[config.mk]
export PLATFORM = sky130hd
export DESIGN_NAME = mem_port_arbiter
export DESIGN_NICKNAME = d
export VERILOG_FILES = /design/src/rtl/mem_arb_pkg.sv /design/src/rtl/arb_prio_pick.sv /design/src/rtl/mem_port_arbiter.sv
export SDC_FILE = /design/constraint.sdc
export NUM_CORES = 1
export LEC_CHECK = 0
export CELL_PAD_IN_SITES_DETAIL_PLACEMENT = 0
export CELL_PAD_IN_SITES_GLOBAL_PLACEMENT = 1
export CORE_ASPECT_RATIO = 0.6
export CORE_MARGIN = 8
export CORE_UTILIZATION = 28
export DETAILED_ROUTE_END_ITERATION = 6
export GPL_TIMING_DRIVEN = 0
export PLACE_DENSITY_LB_ADDON = 0.12
export SYNTH_ARGS = -nofsm -noshare
export SYNTH_HDL_FRONTEND = slang
export SYNTH_SLANG_ARGS = --single-unit
[constraint.sdc]
create_clock -name clock -period 3.2 [get_ports clock]
set_clock_uncertainty 0.1 [all_clocks]
set_input_delay 0.48 -clock clock [delete_from_list [all_inputs] [get_ports clock]]
set_output_delay 0.48 -clock clock [all_outputs]
set_load 0.05 [all_outputs]
[src/rtl/mem_arb_pkg.sv]
// Shared definitions for the block-RAM port arbiter: requester indices,
// lock state encoding and the priority-select helper used by the picker.
package mem_arb_pkg;

    localparam int NUM_REQ   = 3;
    localparam int REQ_FETCH = 0;
    localparam int REQ_DATA  = 1;
    localparam int REQ_STACK = 2;

    // Grant pattern that owns the port while a read-modify-write lock is held
    localparam logic [2:0] DATA_ONLY = 3'b010;

    typedef enum logic [0:0] {
        LOCK_UNLOCKED = 1'b0,
        LOCK_LOCKED   = 1'b1
    } lock_state_t;

    // Lowest-index requester that is both requesting and inside the mask wins
    function automatic logic [2:0] prio_select(input logic [2:0] req,
                                               input logic [2:0] mask);
        logic [2:0] cand;
        logic [2:0] pick;
        cand = req & mask;
        pick = 3'b000;
        if (cand[0]) begin
            pick = 3'b001;
        end else if (cand[1]) begin
            pick = 3'b010;
        end else if (cand[2]) begin
            pick = 3'b100;
        end
        return pick;
    endfunction

    // Index of the set bit of a one-hot grant (0 when empty)
    function automatic logic [1:0] onehot_to_idx(input logic [2:0] oh);
        logic [1:0] idx;
        idx = 2'd0;
        if (oh[2]) begin
            idx = 2'd2;
        end else if (oh[1]) begin
            idx = 2'd1;
        end
        return idx;
    endfunction

endpackage

[src/rtl/arb_prio_pick.sv]
// Combinational one-hot picker over three requesters. The base input names
// the requester with highest priority; priority then wraps upward from it.
module arb_prio_pick
    import mem_arb_pkg::*;
(
    input  logic [2:0] req,
    input  logic [1:0] base,
    output logic [2:0] gnt
);

    logic [2:0] upper_mask;

    // Split requesters into those at/above base and those below, upper half first
    always_comb begin
        case (base)
            2'd1:    upper_mask = 3'b110;
            2'd2:    upper_mask = 3'b100;
            default: upper_mask = 3'b111;
        endcase
        if (|(req & upper_mask)) begin
            gnt = prio_select(req, upper_mask);
        end else begin
            gnt = prio_select(req, ~upper_mask);
        end
    end

endmodule

[src/rtl/mem_port_arbiter.sv]
// Single-port block-RAM arbiter for fetch, data load/store and stack access.
// Grants one access per cycle, returns read data to its owner one cycle later,
// and supports a data-port lock for atomic read-modify-write sequences.
// Optional build macro MEM_ARB_ROUND_ROBIN_EN replaces the fixed
// data > stack > fetch priority and its fetch starvation counter with a
// rotating round-robin pointer.
module mem_port_arbiter
    import mem_arb_pkg::*;
#(
    parameter int ADDR_W       = 16,
    parameter int DATA_W       = 16,
    parameter int STARVE_LIMIT = 4
) (
    input  logic                clock,
    input  logic                resetn,
    input  logic [2:0]          req,
    input  logic [2:0]          we,
    input  logic [3*ADDR_W-1:0] addr,
    input  logic [3*DATA_W-1:0] wdata,
    input  logic                lock,
    output logic [2:0]          gnt,
    output logic [2:0]          rvalid,
    output logic [DATA_W-1:0]   rdata,
    output logic [ADDR_W-1:0]   ram_addr,
    output logic                ram_wren,
    output logic [DATA_W-1:0]   ram_wdata,
    input  logic [DATA_W-1:0]   ram_rdata,
    output logic                starved
);

    lock_state_t        lock_state;
    lock_state_t        lock_state_next;
    logic [2:0]         elig_req;
    logic [2:0]         pick_gnt;
    logic [2:0]         gnt_int;
    logic [1:0]         pick_base;
    logic [1:0]         gnt_idx;
    logic               any_gnt;
    logic [ADDR_W-1:0]  sel_addr;
    logic [DATA_W-1:0]  sel_wdata;
    logic               sel_we;
    logic [ADDR_W-1:0]  last_addr;
    logic [DATA_W-1:0]  last_wdata;
    logic [2:0]         read_owner;

    // While locked only the data port may compete for the RAM
    always_comb begin
        elig_req = req;
        if (lock_state == LOCK_LOCKED) begin
            elig_req = req & DATA_ONLY;
        end
    end

    arb_prio_pick u_pick (
        .req  (elig_req),
        .base (pick_base),
        .gnt  (pick_gnt)
    );

`ifdef MEM_ARB_ROUND_ROBIN_EN

    logic [1:0] rr_ptr;

    assign pick_base = rr_ptr;
    assign starved   = 1'b0;

    // Round-robin mode uses the rotating picker result directly
    always_comb begin
        gnt_int = pick_gnt;
    end

    // The requester after the one just granted becomes highest priority
    always_ff @(posedge clock or negedge resetn) begin
        if (!resetn) begin
            rr_ptr <= 2'd0;
        end else if (any_gnt) begin
            case (gnt_idx)
                2'd0:    rr_ptr <= 2'd1;
                2'd1:    rr_ptr <= 2'd2;
                default: rr_ptr <= 2'd0;
            endcase
        end
    end

`else

    localparam logic [3:0] STARVE_THRESH = 4'(STARVE_LIMIT);

    logic [3:0] starve_cnt;
    logic       starve_hit;

    assign pick_base  = 2'(REQ_DATA);
    assign starve_hit = (starve_cnt >= STARVE_THRESH);
    assign starved    = starve_hit;

    // A fetch denied too long overrides the data-first order, unless locked
    always_comb begin
        gnt_int = pick_gnt;
        if ((lock_state == LOCK_UNLOCKED) && starve_hit && req[REQ_FETCH]) begin
            gnt_int = 3'b001;
        end
    end

    // Count consecutive denied fetch cycles, saturating, including locked cycles
    always_ff @(posedge clock or negedge resetn) begin
        if (!resetn) begin
            starve_cnt <= 4'd0;
        end else if (req[REQ_FETCH] && !gnt[REQ_FETCH]) begin
            if (starve_cnt != 4'hF) begin
                starve_cnt <= starve_cnt + 4'd1;
            end
        end else begin
            starve_cnt <= 4'd0;
        end
    end

`endif

    // No grant may leave the block while reset is asserted
    always_comb begin
        gnt = resetn ? gnt_int : 3'b000;
    end

    assign any_gnt = |gnt;
    assign gnt_idx = onehot_to_idx(gnt);

    // Route the granted requester's command fields toward the RAM
    always_comb begin
        case (gnt_idx)
            2'd1: begin
                sel_addr  = addr[ADDR_W +: ADDR_W];
                sel_wdata = wdata[DATA_W +: DATA_W];
                sel_we    = we[1];
            end
            2'd2: begin
                sel_addr  = addr[2*ADDR_W +: ADDR_W];
                sel_wdata = wdata[2*DATA_W +: DATA_W];
                sel_we    = we[2];
            end
            default: begin
                sel_addr  = addr[0 +: ADDR_W];
                sel_wdata = wdata[0 +: DATA_W];
                sel_we    = we[0];
            end
        endcase
    end

    // Drive the RAM command; address and data hold when the port is idle
    always_comb begin
        ram_addr  = last_addr;
        ram_wdata = last_wdata;
        ram_wren  = 1'b0;
        if (any_gnt) begin
            ram_addr  = sel_addr;
            ram_wdata = sel_wdata;
            ram_wren  = sel_we;
        end
    end

    // Remember the last issued address and data for the idle hold
    always_ff @(posedge clock or negedge resetn) begin
        if (!resetn) begin
            last_addr  <= '0;
            last_wdata <= '0;
        end else if (any_gnt) begin
            last_addr  <= sel_addr;
            last_wdata <= sel_wdata;
        end
    end

    // Track which requester owns the read returning next cycle
    always_ff @(posedge clock or negedge resetn) begin
        if (!resetn) begin
            read_owner <= 3'b000;
        end else begin
            read_owner <= gnt & ~we;
        end
    end

    assign rvalid = read_owner;
    assign rdata  = (|read_owner) ? ram_rdata : '0;

    // Lock is taken on a locked data grant and released when data lets go
    always_comb begin
        lock_state_next = lock_state;
        case (lock_state)
            LOCK_UNLOCKED: begin
                if (gnt[REQ_DATA] && lock) begin
                    lock_state_next = LOCK_LOCKED;
                end
            end
            default: begin
                if (!lock || !req[REQ_DATA]) begin
                    lock_state_next = LOCK_UNLOCKED;
                end
            end
        endcase
    end

    // Lock state register
    always_ff @(posedge clock or negedge resetn) begin
        if (!resetn) begin
            lock_state <= LOCK_UNLOCKED;
        end else begin
            lock_state <= lock_state_next;
        end
    end

endmodule

==> summary.txt, run 1 <==
Layout
  – Fin nets: 549
  – Antenna diode count: 0
  – Post-layout util: 0.508
  – Fill cell count: 864
  – Layout cells sized above 1: 0.276
  – Fin area: 0.00467 mm2
  – Area Overhead vs Synth: 76.6%

Setup path
  – Worst path required time: 2.62 ns
  – Critical Path AT: 2.55 ns
  – CP max FO: 10
  – Crit Reg-Reg Startpoint: starve_cnt[2]
  – Setup crit start kind: primary input
  – Most frequent CP cell: buf_6
  – Critical Path Source: req[1]
  – CP max stage delay: 0.50 ns
  – Worst Setup End Kind: output pin
  – CP cell instances: clkdlybuf4s50_1 -> buf_6 -> or2_1 -> a211o_4 -> buf_6 -> inv_1 -> clkdlybuf4s15_1
  – Critical-path top delay cell: clkdlybuf4s15_1
  – Setup CP Type: primary input to output pin

Power
  – Total power: 2.20 mW
  – Pleak: 1.91 nW
  – Clock network fraction of design power: 0.241
  – Share of power burned in registers: 0.287
  – Peak supply drop: 216 uV
  – PwrDens: 470 mW/mm2
  – Internal power: 1.36 mW
  – Switch Pwr: 0.842 mW
  – Gate power share: 0.473
  – Sw frac: 0.383

Placed design
  – Cell Area, Placed: 0.00458 mm2
  – Hpwl dp: 8410 um
  – IO Port Bufs: 176
  – Routability Congestion: 0.796

Clock network
  – Clk root buf: clkbuf_16
  – CTS Sinks: 40
  – Clock buffer count from CTS: 5
  – Skew-Pair Late Insertion Delay: 0.28 ns
  – Max clock buf depth: 2
  – CTS hold repair buffers: 0
  – Clock-pin transition on the worst setup and hold timing paths: 0.06 ns
  – H-tree level count: 2
  – CTS tree: done

STA
  – Fin. max-slew vios: 0
  – Final setup vio count: 0
  – Rel. slew slack: 0.647
  – Fin crit share: 0.980
  – Min Hold Slack: 0.0281 ns
  – Worst-Margin Slew: 0.528 ns
  – TNS Setup: 0 ns
  – RSZ-0062 raised after global routing: no
  – Minimum clock period: 3.13 ns
  – Hold Vio Cnt, Final: 0
  – Fmax: 319 MHz

Min path
  – Worst min-delay path class: primary input to asynchronous set/reset pin

Die
  – Core Region: 0.00919 mm2
  – Core Rows: 27
  – Boundary pin count: 177
  – Chip width: 141 um
  – Die Ht: 91.3 um
  – Initial Utilization: 0.288
  – Die area: 0.0129 mm2

Synthesis
  – Count leader, synth: dfrtp_1
  – Syn nets: 363
  – Synthesis Warnings: 0
  – Post-synth EDFFs: 0
  – Synth cell types: 34
  – Synthesized area: 0.00265 mm2
  – Synth Register Bits: 40
  – Post-synthesis sequential area ratio: 0.378
  – Mean Syn Cell Area: 11.0 um2
  – Synth top area share: 0.378
  – Synth area leader: dfrtp_1
  – Top cells by area, synth: dfrtp_1, a2bb2oi_2, a22o_1, o21ai_2, nand2_1
  – Cells after synthesis: 241
  – Synth cell count leaders: dfrtp_1, nand2_1, a22o_1
  – Main synth FF type: dfrtp_1
  – Ys async rst share: 1.00

Routing
  – Detailed Route WL: 10400 um
  – Residual DRC: 0
  – DR iter-0 viols: 53
  – Vias/cell: 4.61
  – Via count: 2570
  – Post-DR wirelength/cell: 18.7 um
  – TritonRoute pass-1 iters: 4
  – Remaining antenna violation count: 0

Global routing
  – Global-route wire length before repair: 16200 um
  – Vias in the first global route: 2854
  – Largest net degree at the start of global routing: 29
  – Grt ovf: 0
  – Initial antenna violation count: 0
  – Tot GR Track Use: 0.159

Job
  – Max cap viols: 0

Outcome
  – Status: complete, no violations
==> timing repair <==
action / 4_1_cts / 5_1_grt
gates resized for setup: 165 / 29
setup buffers: 2 / 0
setup endpoints to repair: 35 / 37
==> cell usage in the layout, fill, tap and decap left out, drive strengths merged, types with 6 or more instances in the layout <==
cell type      instances
a22o                  33
o21ai                 32
dfrtp                 40
nor2                   6
nor2b                 18
clkbuf                34
clkdlybuf4s50        141
a2bb2oi               32
nand2                 35
buf                   30
==> critical path: cells and delay by family <==
kind,cells,cell delay (ns)
buffers and inverters,5,1.40
AND/OR/NAND/NOR,1,0.24
AO/OA/AOI/OAI,1,0.43
==> final timing paths <==
kind / endpoint / depth (start not counted) / slack, ns
setup / recovery: gnt[0] / 7 / 0.07
hold / removal: last_wdata[8] / 1 / 0.03
setup reg to reg: last_addr[9] / 6 / 1.22
hold reg to reg: last_wdata[9] / 1 / 0.42
max in group asynchronous: last_addr[10] / 2 / 2.47
min in group clock: last_wdata[9] / 1 / 0.42
==> state kept, by name (all words and copies together) (netlist names) <==
register / cells
last_addr: 16
last_wdata: 16
lock_state: 1
rvalid: 3
starve_cnt: 4
==> layout make-up <==
class	count	area [um2]	area share
well taps	130	163	0.0348
inverters	3	11.3	0.00241
repair buffers	179	1690	0.362
multi-input cells	177	1470	0.315
flip-flops and latches	40	1000	0.214
clock buffers	7	153	0.0327
plain buffers	21	179	0.0383
==> stage by stage <==
stage          setup WS [ns]  std cells
2_1_floorplan          0.406        241
3_5_place_dp          -0.682        548
3_3_place_gp           -1.99        547
4_1_cts               -0.114        557
5_1_grt             0.000272        557
6_report              0.0654        557
==> cell families (layout without fill, tap and decap cells) <==
group	Yosys count	in the layout	share of synthesized area
AOI/OAI and AO/OA	104	104	0.407
and+or+nand+nor	70	70	0.136
adders and majority gates	1	1	0.00473
buffers and inverters	24	210	0.0672
DFF	40	40	0.378
xor gates and xnor gates	1	1	0.00331
muxes	1	1	0.00378
==> power groups by stage <==
stage / Combinational, mW / Clock [mW] / Sequential [mW]
6_report: 1.04 / 0.529 / 0.630
5_1_grt: 1.10 / 0.562 / 0.640
4_1_cts: 1.03 / 0.542 / 0.631
3_5_place_dp: 1.10 / 0 / 0.640
3_3_place_gp: 1.09 / 0 / 0.637
2_1_floorplan: 0.666 / 0 / 0.637
==> routing by layer <==
layer  vias up  part of all wire  track usage
met4         0            0.0053       0.0267
li1       1262                 -            -
met3         5              0.10       0.0716
met5         -                 0            0
met2       114              0.42        0.241
met1      1189              0.47        0.205
Power figures use the tool's default switching activity.
==> inputs of run 2 (changes only) <==
--- a/config.mk
+++ b/config.mk
@@ -5,6 +5,7 @@
 export SDC_FILE = /design/constraint.sdc
 export NUM_CORES = 1
 export LEC_CHECK = 0
+export CAP_MARGIN = 20
 export CELL_PAD_IN_SITES_DETAIL_PLACEMENT = 0
 export CELL_PAD_IN_SITES_GLOBAL_PLACEMENT = 1
 export CORE_ASPECT_RATIO = 0.6
@@ -12,7 +13,8 @@
 export CORE_UTILIZATION = 28
 export DETAILED_ROUTE_END_ITERATION = 6
 export GPL_TIMING_DRIVEN = 0
-export PLACE_DENSITY_LB_ADDON = 0.12
+export PLACE_DENSITY = 0.87
+export SLEW_MARGIN = 20
 export SYNTH_ARGS = -nofsm -noshare
 export SYNTH_HDL_FRONTEND = slang
 export SYNTH_SLANG_ARGS = --single-unit
==> run 2 against run 1 <==
Against the previous run:
- routed wire length is 0.88% lower
- worst hold slack improved by 0.075 ns
- sequential power is essentially flat
- global-route usage barely moved
- final area down 0.32%
- first-iteration DRC count up 26%
- largest cell class unchanged
- largest power group unchanged
- highest routed layer unchanged
==> summary.txt, run 2 (synthesis gave the netlist of run 1 again) <==
Job
  – Max cap viols: 0

Setup path
  – CP cell instances: clkdlybuf4s50_1 -> buf_6 -> or2_1 -> a211o_4 -> nand2_8 -> buf_12 -> a2bb2oi_2 -> clkbuf_4
  – Critical-path top delay cell: clkdlybuf4s50_1
  – Setup CP Type: primary input to output pin
  – Flop-to-flop setup slack: 1.24 ns
  – Worst path required time: 2.62 ns
  – Worst Setup End Kind: output pin
  – Setup crit start kind: primary input
  – Reg2reg end: last_addr[9]
  – Crit Reg-Reg Startpoint: starve_cnt[2]
  – Register-to-Register Path Depth: 6
  – CP Buf/Inv Count: 4
  – CP delay by family, top: buffers and inverters
  – CP max stage delay: 0.47 ns
  – Critical Path AT: 2.57 ns
  – CP max FO: 10

Placed design
  – Hpwl dp: 8320 um
  – Routability Congestion: 0.799
  – IO Port Bufs: 176

Die
  – Die Ht: 91.3 um
  – Die area: 0.0129 mm2
  – Core Region: 0.00919 mm2
  – Core Rows: 27
  – Boundary pin count: 177
  – Chip width: 141 um
  – Initial Utilization: 0.288

Layout
  – Seq. cell area: 0.00100 mm2
  – Largest registers: last_addr x16, last_wdata x16, starve_cnt x4
  – Layout cells sized above 1: 0.275
  – Footprint of the multi-input gates: 0.00147 mm2
  – Leading cell type in the layout, fill and taps excluded: clkdlybuf4s50_1
  – Area Overhead vs Synth: 76.0%
  – Fin nets: 550
  – Most frequent cells in the layout: clkdlybuf4s50_1, dfrtp_1, nand2_1
  – Antenna diode count: 0
  – Fill cell count: 826

STA
  – Worst-Margin Slew: 0.606 ns
  – RSZ-0062 raised after global routing: no
  – Min Hold Slack: 0.103 ns
  – Fin. max-slew vios: 0
  – TNS Setup: 0 ns
  – Hold Vio Cnt, Final: 0
  – Rel. slew slack: 0.596
  – Final setup vio count: 0
  – Fin crit share: 0.983
  – Minimum clock period: 3.15 ns
  – Fmax: 318 MHz

Global routing
  – Global-route wire length before repair: 16400 um
  – Tot GR Track Use: 0.158
  – Vias in the first global route: 3079
  – Grt ovf: 0
  – Largest net degree at the start of global routing: 24
  – Initial antenna violation count: 0

Routing
  – Detailed Route WL: 10300 um
  – Residual DRC: 0
  – Remaining antenna violation count: 0
  – Via count: 2635
  – TritonRoute pass-1 iters: 4
  – Post-DR wirelength/cell: 18.4 um
  – Vias/cell: 4.71
  – DR iter-0 viols: 67

Clock network
  – Clock buffer count from CTS: 5
  – H-tree level count: 2
  – CTS hold repair buffers: 0
  – Clock-pin transition on the worst setup and hold timing paths: 0.06 ns
  – CTS Sinks: 40
  – Skew-Pair Late Insertion Delay: 0.28 ns
  – Max clock buf depth: 2
  – CTS tree: done
  – Clk root buf: clkbuf_16

Power
  – PwrDens: 468 mW/mm2
  – Peak supply drop: 189 uV
  – Pleak: 1.93 nW

Outcome
  – Status: complete, no violations

Min path
  – Worst min-delay path class: primary input to asynchronous set/reset pin
run 2: power breakdown:
part           switching, mW  internal, mW
Combinational          0.597         0.440
Sequential            0.0423         0.589
Clock                  0.198         0.311
run 2: worst max-delay path by stage:
stage	from	end	slack [ns]	cells past startpoint
6_report	req[1]	ram_addr[9]	0.05	8
3_5_place_dp	req[1]	ram_addr[10]	-0.62	7
2_1_floorplan	req[1]	ram_addr[15]	0.41	5
4_1_cts	req[1]	ram_wdata[15]	0.004	7
5_1_grt	req[1]	ram_addr[15]	0.0003	7
3_3_place_gp	resetn	ram_wdata[3]	-1.96	6
run 2: worst register-to-register path, stage by stage (launching register included):
cell,delay [ns]
dfrtp_1,0.44
nor2_1,0.37
o21a_1,0.18
buf_2,0.20
buf_2,0.27
nand2_1,0.12
a2bb2oi_2,0.20
run 2: final cells by class:
| cell class | count | area share |
|---|---|---|
| Clock buffer | 8 | 0.0314 |
| Timing Repair Buffer | 180 | 0.364 |
| Inverter | 3 | 0.00242 |
| Buffer | 21 | 0.0365 |
| Sequential cell | 40 | 0.215 |
| Multi-Input combinational cell | 177 | 0.316 |
| Tap cell | 130 | 0.0349 |
run 2: through the flow:
stage / setup slack, ns / cells / util / area, um2 / power, mW
2_1_floorplan: 0.406 / 241 / - / 2650 / 1.30
5_1_grt: 0.000282 / 559 / 0.507 / 4660 / 2.28
4_1_cts: 0.00408 / 559 / 0.502 / 4610 / 2.18
6_report: 0.0539 / 559 / 0.507 / 4660 / 2.18
3_3_place_gp: -1.96 / 547 / 0.497 / 4570 / 1.72
3_5_place_dp: -0.617 / 548 / 0.500 / 4590 / 1.73
run 2: repair_timing:
| item | 4_1_cts | 5_1_grt |
|---|---|---|
| hold endpoints to repair | 0 | 0 |
| gates resized for setup | 169 | 29 |
| buffers inserted | 3 | 0 |
| endpoints found under the setup margin | 35 | 35 |
run 2: routing by layer:
metal  vias up  share of wire  GRT usage
met5         -              0          0
met4         0         0.0050     0.0249
met3         7           0.12     0.0737
met2       139           0.44      0.259
met1      1221           0.43      0.190
li1       1268              -          -
==> inputs of run 3 (changes only) <==
--- a/config.mk
+++ b/config.mk
@@ -10,10 +10,11 @@
 export CELL_PAD_IN_SITES_GLOBAL_PLACEMENT = 1
 export CORE_ASPECT_RATIO = 0.6
 export CORE_MARGIN = 8
-export CORE_UTILIZATION = 28
+export CORE_UTILIZATION = 45
 export DETAILED_ROUTE_END_ITERATION = 6
+export DONT_BUFFER_PORTS = 1
 export GPL_TIMING_DRIVEN = 0
-export PLACE_DENSITY = 0.87
+export PLACE_DENSITY = 0.79
 export SLEW_MARGIN = 20
 export SYNTH_ARGS = -nofsm -noshare
 export SYNTH_HDL_FRONTEND = slang
==> run 3 against run 2 <==
Against the previous run:
- clock power down 31%
- setup slack better by 0.068 ns
- combinational power down 28%
- first-iteration DRC count down 18%
- largest cell class is now multi-input gates
- cell count down 41%
- largest power group unchanged
- worst hold slack better by 0.037 ns
==> summary.txt, run 3 (synthesis gave the netlist of run 1 again) <==
Outcome
  – Status: complete, no violations

Global routing
  – Vias in the first global route: 2215
  – Tot GR Track Use: 0.177
  – Initial antenna violation count: 0
  – Largest net degree at the start of global routing: 41
  – Grt ovf: 0
  – Global-route wire length before repair: 11800 um

Layout
  – Fin nets: 372
  – Post-layout util: 0.513
  – Antenna diode count: 0
  – Layout cells sized above 1: 0.327
  – Largest registers: last_addr x16, last_wdata x16, starve_cnt x4
  – Fin area: 0.00289 mm2
  – Layout Cells excl Fill: 331
  – Leading cell type in the layout, fill and taps excluded: dfrtp_1
  – Area Overhead vs Synth: 9.08%
  – Most frequent cells in the layout: dfrtp_1, nand2_1, a22o_1

Routing
  – Detailed Route WL: 8130 um
  – Vias/cell: 5.95
  – Post-DR wirelength/cell: 24.5 um
  – Remaining antenna violation count: 0
  – DR iter-0 viols: 55
  – Via count: 1969
  – Residual DRC: 0
  – TritonRoute pass-1 iters: 4

Power
  – Pleak: 1.17 nW
  – Total power: 1.73 mW
  – Peak supply drop: 256 uV
  – PwrDens: 601 mW/mm2

Job
  – Max cap viols: 0

Placed design
  – Routability Congestion: 0.756
  – Placed Cells incl. Taps: 321
  – Hpwl dp: 6420 um
  – IO Port Bufs: 0
  – DP Worst Slack: 0.213 ns
  – Cell Area, Placed: 0.00276 mm2

Setup path
  – Worst Setup End Kind: output pin
  – CP Buf/Inv Count: 1
  – Setup CP Type: flop to output pin
  – CP delay by family, top: compound AO/OA/AOI/OAI gates
  – CP cell instances: nor3b_4 -> clkbuf_1 -> a22o_1 -> nand2_1 -> a2bb2oi_2
  – Worst path required time: 2.62 ns
  – Setup crit start kind: flop
  – Critical Path AT: 2.50 ns
  – Critical-path top delay cell: a2bb2oi_2
  – CP max stage delay: 0.54 ns
  – CP max FO: 10

Die
  – Core Rows: 21
  – Die Ht: 75.4 um
  – Boundary pin count: 177
  – Initial Utilization: 0.470
  – Core Region: 0.00562 mm2
  – Chip width: 115 um
  – Die area: 0.00867 mm2

STA
  – Post-route setup slack: 0.122 ns
  – Worst-Margin Slew: 0.966 ns
  – Final setup vio count: 0
  – TNS Setup: 0 ns
  – Minimum clock period: 3.08 ns
  – Fmax: 325 MHz
  – RSZ-0062 raised after global routing: no
  – Min Hold Slack: 0.140 ns
  – Fin crit share: 0.962
  – Fin. max-slew vios: 0
  – Rel. slew slack: 0.355
  – Hold Vio Cnt, Final: 0

Clock network
  – CTS Sinks: 40
  – H-tree level count: 2
  – Max clock buf depth: 2
  – Clock buffer count from CTS: 5
  – Clk root buf: clkbuf_8
  – Skew-Pair Late Insertion Delay: 0.29 ns
  – CTS tree: done
  – Post-CTS Setup Bufs: 0
  – Clock-pin transition on the worst setup and hold timing paths: 0.08 ns

Min path
  – Worst min-delay path class: primary input to flop
run 3: cell count changes in the layout (fill, tap and decap cells not counted), sizes merged:
cell           delta
dlymetal6s2s      -1
buf              -18
clkinv            +2
dlygate4sd3       +1
clkdlybuf4s50   -139
dlygate4sd2       -1
clkbuf           -22
run 3: final timing paths:
kind,start,endpoint,slack (ns),cells past startpoint
setup reg to reg,lock_state,last_addr[0],0.72,5
setup / recovery,lock_state,ram_addr[0],0.12,5
max in group asynchronous,resetn,last_wdata[4],2.24,2
hold reg to reg,starve_cnt[1],starve_cnt[1],0.50,2
min in group asynchronous,resetn,rvalid[1],0.54,2
hold / removal,we[2],rvalid[2],0.14,1
run 3: layer usage:
layer,wire (um),vias to the layer above,track usage
li1,-,905,-
met1,3280,952,0.207
met2,3780,107,0.295
met3,1020,5,0.0854
met4,49,0,0.0347
met5,0,-,0
run 3: layout make-up:
type | instances | area [um2]
plain buffers | 21 | 168
clock buffers | 6 | 82.6
clock inverters | 2 | 10.0
fillers | 549 | 2740
inverters | 3 | 11.3
multi-input cells | 177 | 1480
flip-flops and latches | 40 | 1000
well taps | 80 | 100
repair buffers | 2 | 30.0
run 3: power breakdown:
group / total [mW] / switching (mW) / internal [mW]
Combinational: 0.747 / 0.530 / 0.216
Clock: 0.351 / 0.179 / 0.172
Sequential: 0.636 / 0.0473 / 0.589
Total: 1.73 / 0.757 / 0.978
run 3: worst reg2reg max path, delay by kind of cell, from the launching register on:
family / cells / cell delay, ns
AOI/OAI and AO/OA: 2 / 0.77
buffers and inverters: 1 / 0.43
DFF: 1 / 0.44
and+or+nand+nor: 2 / 0.57
run 3: timing repair:
| item | 4_1_cts | 5_1_grt |
|---|---|---|
| resized for setup | 1 | 2 |
| endpoints found under the setup margin | 1 | 9 |
| hold buffers | 2 | 0 |
| hold endpoints to repair | 40 | 0 |
| pin swaps | 0 | 0 |
